**src/rtl/pipe_pkg.sv**
```systemverilog
// rtl/pipe_pkg.sv - shared pipeline-stage constants, context struct and bubble helper
package pipe_pkg;

  localparam logic [31:0] NOP_INSTR  = 32'h0;
  localparam logic [4:0]  REG_ZERO   = 5'd0;

  // Widest PC any stage register carries; narrower ADDR_W values zero-extend into it.
  localparam int unsigned CTX_ADDR_W = 32;

  typedef struct packed {
    logic [31:0]           instr;
    logic [CTX_ADDR_W-1:0] pc;
    logic [CTX_ADDR_W-1:0] pc8;
    logic [4:0]            a3;
    logic                  valid;
  } stage_ctx_t;

  // A bubble is a nop with no destination; the PCs are supplied by the caller so a
  // flushed slot can still report where the squashed instruction came from.
  function automatic stage_ctx_t bubble_ctx(input logic [CTX_ADDR_W-1:0] pc,
                                            input logic [CTX_ADDR_W-1:0] pc8);
    stage_ctx_t c;
    c.instr = NOP_INSTR;
    c.pc    = pc;
    c.pc8   = pc8;
    c.a3    = REG_ZERO;
    c.valid = 1'b0;
    return c;
  endfunction

endpackage

```
**src/rtl/pipe_sat_counter.sv**
```systemverilog
// rtl/pipe_sat_counter.sv - CNT_W-wide saturating up-counter with enable
module pipe_sat_counter #(
  parameter int CNT_W = 16
) (
  input  logic             i_clk,
  input  logic             i_resetn,
  input  logic             i_en,
  output logic [CNT_W-1:0] o_count
);

  logic [CNT_W-1:0] r_count;
  logic             w_at_max;

  assign w_at_max = &r_count;
  assign o_count  = r_count;

  // Count enabled cycles, sticking at all-ones instead of wrapping.
  always_ff @(posedge i_clk) begin
    if (!i_resetn) begin
      r_count <= '0;
    end else if (i_en && !w_at_max) begin
      r_count <= r_count + CNT_W'(1);
    end
  end

endmodule

```
**src/rtl/pipe_stage_reg.sv**
```systemverilog
// rtl/pipe_stage_reg.sv - inter-stage pipeline register with stall, flush bubble and optional stall counter (PIPE_STAGE_PERF_EN)
module pipe_stage_reg
  import pipe_pkg::*;
#(
  parameter int PAYLOAD_W        = 64,
  parameter int ADDR_W           = 32,
  parameter int KEEP_PC_ON_FLUSH = 1,
  parameter int CNT_W            = 16
) (
  input  logic                 clk,
  input  logic                 reset,
  input  logic                 stall,
  input  logic                 flush,
  input  logic                 valid_in,
  input  logic [31:0]          instr_in,
  input  logic [ADDR_W-1:0]    pc_in,
  input  logic [ADDR_W-1:0]    pc8_in,
  input  logic [4:0]           a3_in,
  input  logic [PAYLOAD_W-1:0] payload_in,
  output logic                 valid_out,
  output logic [31:0]          instr_out,
  output logic [ADDR_W-1:0]    pc_out,
  output logic [ADDR_W-1:0]    pc8_out,
  output logic [4:0]           a3_out,
  output logic [PAYLOAD_W-1:0] payload_out
`ifdef PIPE_STAGE_PERF_EN
  ,
  output logic [CNT_W-1:0]     stall_cnt
`endif
);

  // Reject configurations the context struct or counter cannot represent.
  if (ADDR_W < 1 || ADDR_W > CTX_ADDR_W || PAYLOAD_W < 1 || CNT_W < 1) begin : g_bad_params
    $error("pipe_stage_reg: unsupported parameter combination");
  end

  stage_ctx_t             r_ctx;
  logic [PAYLOAD_W-1:0]   r_payload;
  stage_ctx_t             w_next_ctx;
  logic [PAYLOAD_W-1:0]   w_next_payload;
  logic [CTX_ADDR_W-1:0]  w_pc_ext;
  logic [CTX_ADDR_W-1:0]  w_pc8_ext;

  assign w_pc_ext  = CTX_ADDR_W'(pc_in);
  assign w_pc8_ext = CTX_ADDR_W'(pc8_in);

  // Next slot contents: flush beats stall beats load; an invalid load never carries a
  // destination or instruction so nothing downstream forwards from or writes back a bubble.
  always_comb begin
    w_next_ctx     = r_ctx;
    w_next_payload = r_payload;
    if (flush) begin
      if (KEEP_PC_ON_FLUSH != 0) begin
        w_next_ctx = bubble_ctx(w_pc_ext, w_pc8_ext);
      end else begin
        w_next_ctx = bubble_ctx('0, '0);
      end
      w_next_payload = '0;
    end else if (!stall) begin
      w_next_ctx.valid = valid_in;
      w_next_ctx.instr = valid_in ? instr_in : NOP_INSTR;
      w_next_ctx.a3    = valid_in ? a3_in : REG_ZERO;
      w_next_ctx.pc    = w_pc_ext;
      w_next_ctx.pc8   = w_pc8_ext;
      w_next_payload   = payload_in;
    end
  end

  // Slot register; reset wins over every other control on the same edge.
  always_ff @(posedge clk) begin
    if (!reset) begin
      r_ctx     <= '0;
      r_payload <= '0;
    end else begin
      r_ctx     <= w_next_ctx;
      r_payload <= w_next_payload;
    end
  end

  assign valid_out   = r_ctx.valid;
  assign instr_out   = r_ctx.instr;
  assign pc_out      = r_ctx.pc[ADDR_W-1:0];
  assign pc8_out     = r_ctx.pc8[ADDR_W-1:0];
  assign a3_out      = r_ctx.a3;
  assign payload_out = r_payload;

`ifdef PIPE_STAGE_PERF_EN
  logic w_cnt_en;

  // Only a real instruction held by stall counts; a flush in the same cycle does not.
  assign w_cnt_en = stall && !flush && r_ctx.valid;

  pipe_sat_counter #(
    .CNT_W (CNT_W)
  ) u_stall_cnt (
    .i_clk    (clk),
    .i_resetn (reset),
    .i_en     (w_cnt_en),
    .o_count  (stall_cnt)
  );
`endif

endmodule

```
**config.mk**
```make
export PLATFORM = sky130hd
export DESIGN_NAME = pipe_stage_reg
export DESIGN_NICKNAME = d
export VERILOG_FILES = /design/src/rtl/pipe_pkg.sv /design/src/rtl/pipe_sat_counter.sv /design/src/rtl/pipe_stage_reg.sv
export SDC_FILE = /design/constraint.sdc
export NUM_CORES = 1
export LEC_CHECK = 0
export ABC_CLOCK_PERIOD_IN_PS = 890
export CAP_MARGIN = 5
export CORE_AREA = 5 5 127 129
export CTS_BUF_LIST = sky130_fd_sc_hd__clkbuf_8
export DETAILED_ROUTE_END_ITERATION = 8
export DIE_AREA = 0 0 132 134
export DONT_BUFFER_PORTS = 1
export GPL_TIMING_DRIVEN = 0
export PLACE_DENSITY = 0.64
export RECOVER_POWER = 50
export SYNTH_ARGS = -nofsm -noshare
export SYNTH_HDL_FRONTEND = slang
export SYNTH_SLANG_ARGS = --single-unit
```
**constraint.sdc**
```tcl
create_clock -name clk -period 0.89 [get_ports clk]
set_input_delay 0.0445 -clock clk [delete_from_list [all_inputs] [get_ports clk]]
set_output_delay 0.0445 -clock clk [all_outputs]
set_load 0.1 [all_outputs]
```
[Yosys cells after proc, flatten, opt, wreduce, memory -nomap -nowiden]
Index checks and enable logic that the tools add are counted.
Word-level totals
  register bits after elaboration: 166
  bits of input ports: 170
  output and inout port bits: 166
  word-level logic and storage cells: 13
Cells by class
  equality and inequality tests: 1
  multiplexer cells: 4
  bitwise operators: 1
  reductions and logical operators: 1
Operators with widths (number)
  2-to-1 mux 70 bit: 2
  2-to-1 mux 32 bit: 1
  2-to-1 mux 5 bit: 1
  != test 2 x 1 -> 1 bit, second input constant: 1
  OR reduction 2 bit: 1
  inverter 1 bit: 1

[Longest topological paths before layout]
  word-level depth: 3
  gate-level depth with buffers: 6
  gate-level depth less buffers: 3

[Least setup slack after synthesis]
No wires, ideal clock.
  path kind: flip-flop to flip-flop
  start point: reg instr_out[22] (netlist name)
  end point: reg r_ctx, in the netlist instr_out[22]
  library setup time: 0.068 ns
  arrival time: 1.229 ns
  setup slack: -0.407 ns
  cell stages (with the launch flop): 3
  path buffers: 0
  period minus slack after synthesis: 1.297 ns
  cell sequence: dfxtp_1 > a22oi_1 > nor2_1
RTL lines
  end signal: assignment: line pipe_stage_reg.sv:75  | r_ctx <= w_next_ctx;
  end: declaration: line pipe_stage_reg.sv:37  | stage_ctx_t r_ctx;

[Final worst setup path]
  start point: reg r_ctx, in the netlist instr_out[11]
  end point: out instr_out[11]
RTL lines
  end: declaration: line pipe_stage_reg.sv:21  | output logic [31:0] instr_out,
No word-level cell between the ends.

==> qor.yml <==
syn_inst: 614
relSlewSlack: 0.6327
crit_required_ps: 850
cts_tree: "yes"
fin_skew_ps: 0
seq_area_frac_synth: 0.5609
vias: 5179
fin_crit_sh: 1.195
setup_tns_ps: -24900
failed_checks: "negative setup slack"
r2r_setup_slack_ps: -70
drc: 0
worstPathMaxFanout: 2
grt_pass1_vias: 5547
syn_to_final_growth_pct: 52.06
grt_antenna_before_repair: 0
start_util: 0.3971
drive_gt1_frac: 0.3379
period_minus_slack_ps: 1064
die_y_um: 134
track_usage: 0.2191
grt_max_degree: 17
total_power_mw: 16.88
ir_worst_vdd_uv: 1120
final_hold_viol_count: 0
powerDensity_mw_per_mm2: 1873
dp.cells: 802
cts.path.max_buffers: 2
die_x_um: 132
n_fill_cell: 1125
synth.distinct_cells: 16
rows: 45
fp.dieArea_mm2: 0.01769
cts_max_level: 4
fmax_mhz: 940.1
yosysTopAreaCell: "dfxtp_1"
avgSynthCellArea_um2: 9.649
crit_type: "reg2out"
rsz0062_at_grt: "true"
grt_overflow: 0
fin_nets: 968
clkLatencyLatePin_ps: 440
yosys-top-cells-area: "dfxtp_1 56%, mux2i_1 11%, nand2_1 8.1%"
finalSetupViolations: 177
grt_pass1_wl_um: 30990
worstMarginPinSlew_ps: 550.9
cts.sinks: 166
end_kind: "output port"
status: "finished with violations"
layout_commonest_cell: "dfxtp_4"
final_cell_mix: "166 x dfxtp_4, 165 x dlygate4sd3_1, 119 x nand2_1"
maxCapViolations: 0
met2_length_um: 10790
setup_ws_ps: -173.8
stdcell_count: 1000
core_mm2: 0.01492
start_kind: "flip-flop"
place_congestion: 0.8182
dr.max_layer_used: "met4"
synth_fp_nets: 784
drt-wirelength-per-cell_um: 20.67
yosysTopAreaCellShare: 0.5609
portBuffers: 0
yosysWarnings: 0
numCtsBuffers: 17
drtIter0Drc: 190
antenna_left: 0
clk_root_buffer_cell: "clkbuf_8"
p_leak_nw: 3.507
drt_pass1_iterations: 4
netlist_area_mm2: 0.005924
finalWirelength_um: 20670
dr_wl_met3_um: 2307
routed_via_density: 5.179
synth_seq_cells: 166
m1WireLength_um: 6971
place_hpwl_um: 13840
cts.clk_slew.worst_paths_ps: 100
min_path_type: "in2reg"
worstPathArrival_ps: 1020
drv_slew: 0
design.portCount: 336
cells by family (layout without fill, tap and decap cells):
kind of cell / Yosys count / after routing / share of synthesized area
other: 0 / 1 / 0
flip-flops: 166 / 166 / 0.5609
AO/OA/AOI/OAI: 102 / 102 / 0.1288
AND/OR/NAND/NOR: 234 / 234 / 0.1506
multiplexers: 64 / 64 / 0.1081
buffers and inverters: 48 / 245 / 0.05153
layout make-up:
| cell class | count | area [µm²] | share of cell area |
|---|---|---|---|
| antenna | 1 | 2.502 | 0.0002778 |
| buffer | 48 | 305.3 | 0.03389 |
| clock buffer | 17 | 234.0 | 0.02597 |
| clock inverter | 15 | 143.9 | 0.01597 |
| multi-input combinational | 400 | 2490 | 0.2764 |
| sequential | 166 | 3946 | 0.4381 |
| tap | 188 | 235.2 | 0.02611 |
| timing repair buffer | 165 | 1652 | 0.1833 |
per-stage QoR:
step | cell area [µm²] | hold WS (ps) | worst slack, ps | utilization
after CTS | 8812 | 4.845 | -214.0 | 0.5906
after floorplan | 6545 | 173.4 | -73.19 | -
after global routing | 9006 | 22.93 | -228.2 | 0.6036
after global placement | 6780 | 176.0 | -264.1 | 0.4544
after detailed placement | 6780 | 182.0 | -290.7 | 0.4544
final | 9009 | 31.32 | -173.8 | 0.6038
where the power goes:
part | internal (mW) | leakage (nW) | switching (mW)
combinational | 0.951 | 1.85 | 0.786
sequential | 7.48 | 1.48 | 2.50
clock | 2.26 | 0.182 | 2.90
flip-flops by register name, summed over array words and instances, names as in the netlist:
name,count
payload_out,64
instr_out,32
pc8_out,32
pc_out,32
a3_out,5
valid_out,1
worst paths after layout:
check                        startpoint  depth (start not counted)                        end
min                               reset                          2    pc_out[31]$_SDFFE_PN0P_
max reg2reg   instr_out[6]$_SDFFE_PP0N_                          2  instr_out[6]$_SDFFE_PP0N_
min reg2reg     pc_out[13]$_SDFFE_PN0P_                          2    pc_out[13]$_SDFFE_PN0P_
max          instr_out[11]$_SDFFE_PP0N_                          0              instr_out[11]
cell usage after synthesis:
master,number
a21oi_1,1
dfxtp_1,166
buf_2,13
nand2b_1,2
buf_1,5
nor2b_2,1
nand2_1,128
a21boi_0,4
and2b_1,1
buf_4,7
a22oi_1,37
nor2_1,102
a21boi_1,60
clkbuf_1,12
mux2i_1,64
buf_6,11
routing by layer:
metal / up-vias / global-route usage
met5: - / 0
met4: 0 / 0.09143
met3: 45 / 0.1028
met2: 290 / 0.4009
met1: 2439 / 0.2107
li1: 2405 / -
what timing repair did:
| item | 4_1_cts | 5_1_grt |
|---|---|---|
| pin swaps | 0 | 16 |
| resized for setup | 1 | 49 |
| cloned | 0 | 0 |
| setup buffers | 0 | 0 |
| hold endpoints to repair | 165 | 0 |
| endpoints found under the setup margin | 169 | 226 |
| hold buffers | 165 | 0 |
(Power assumes the default switching activity.)
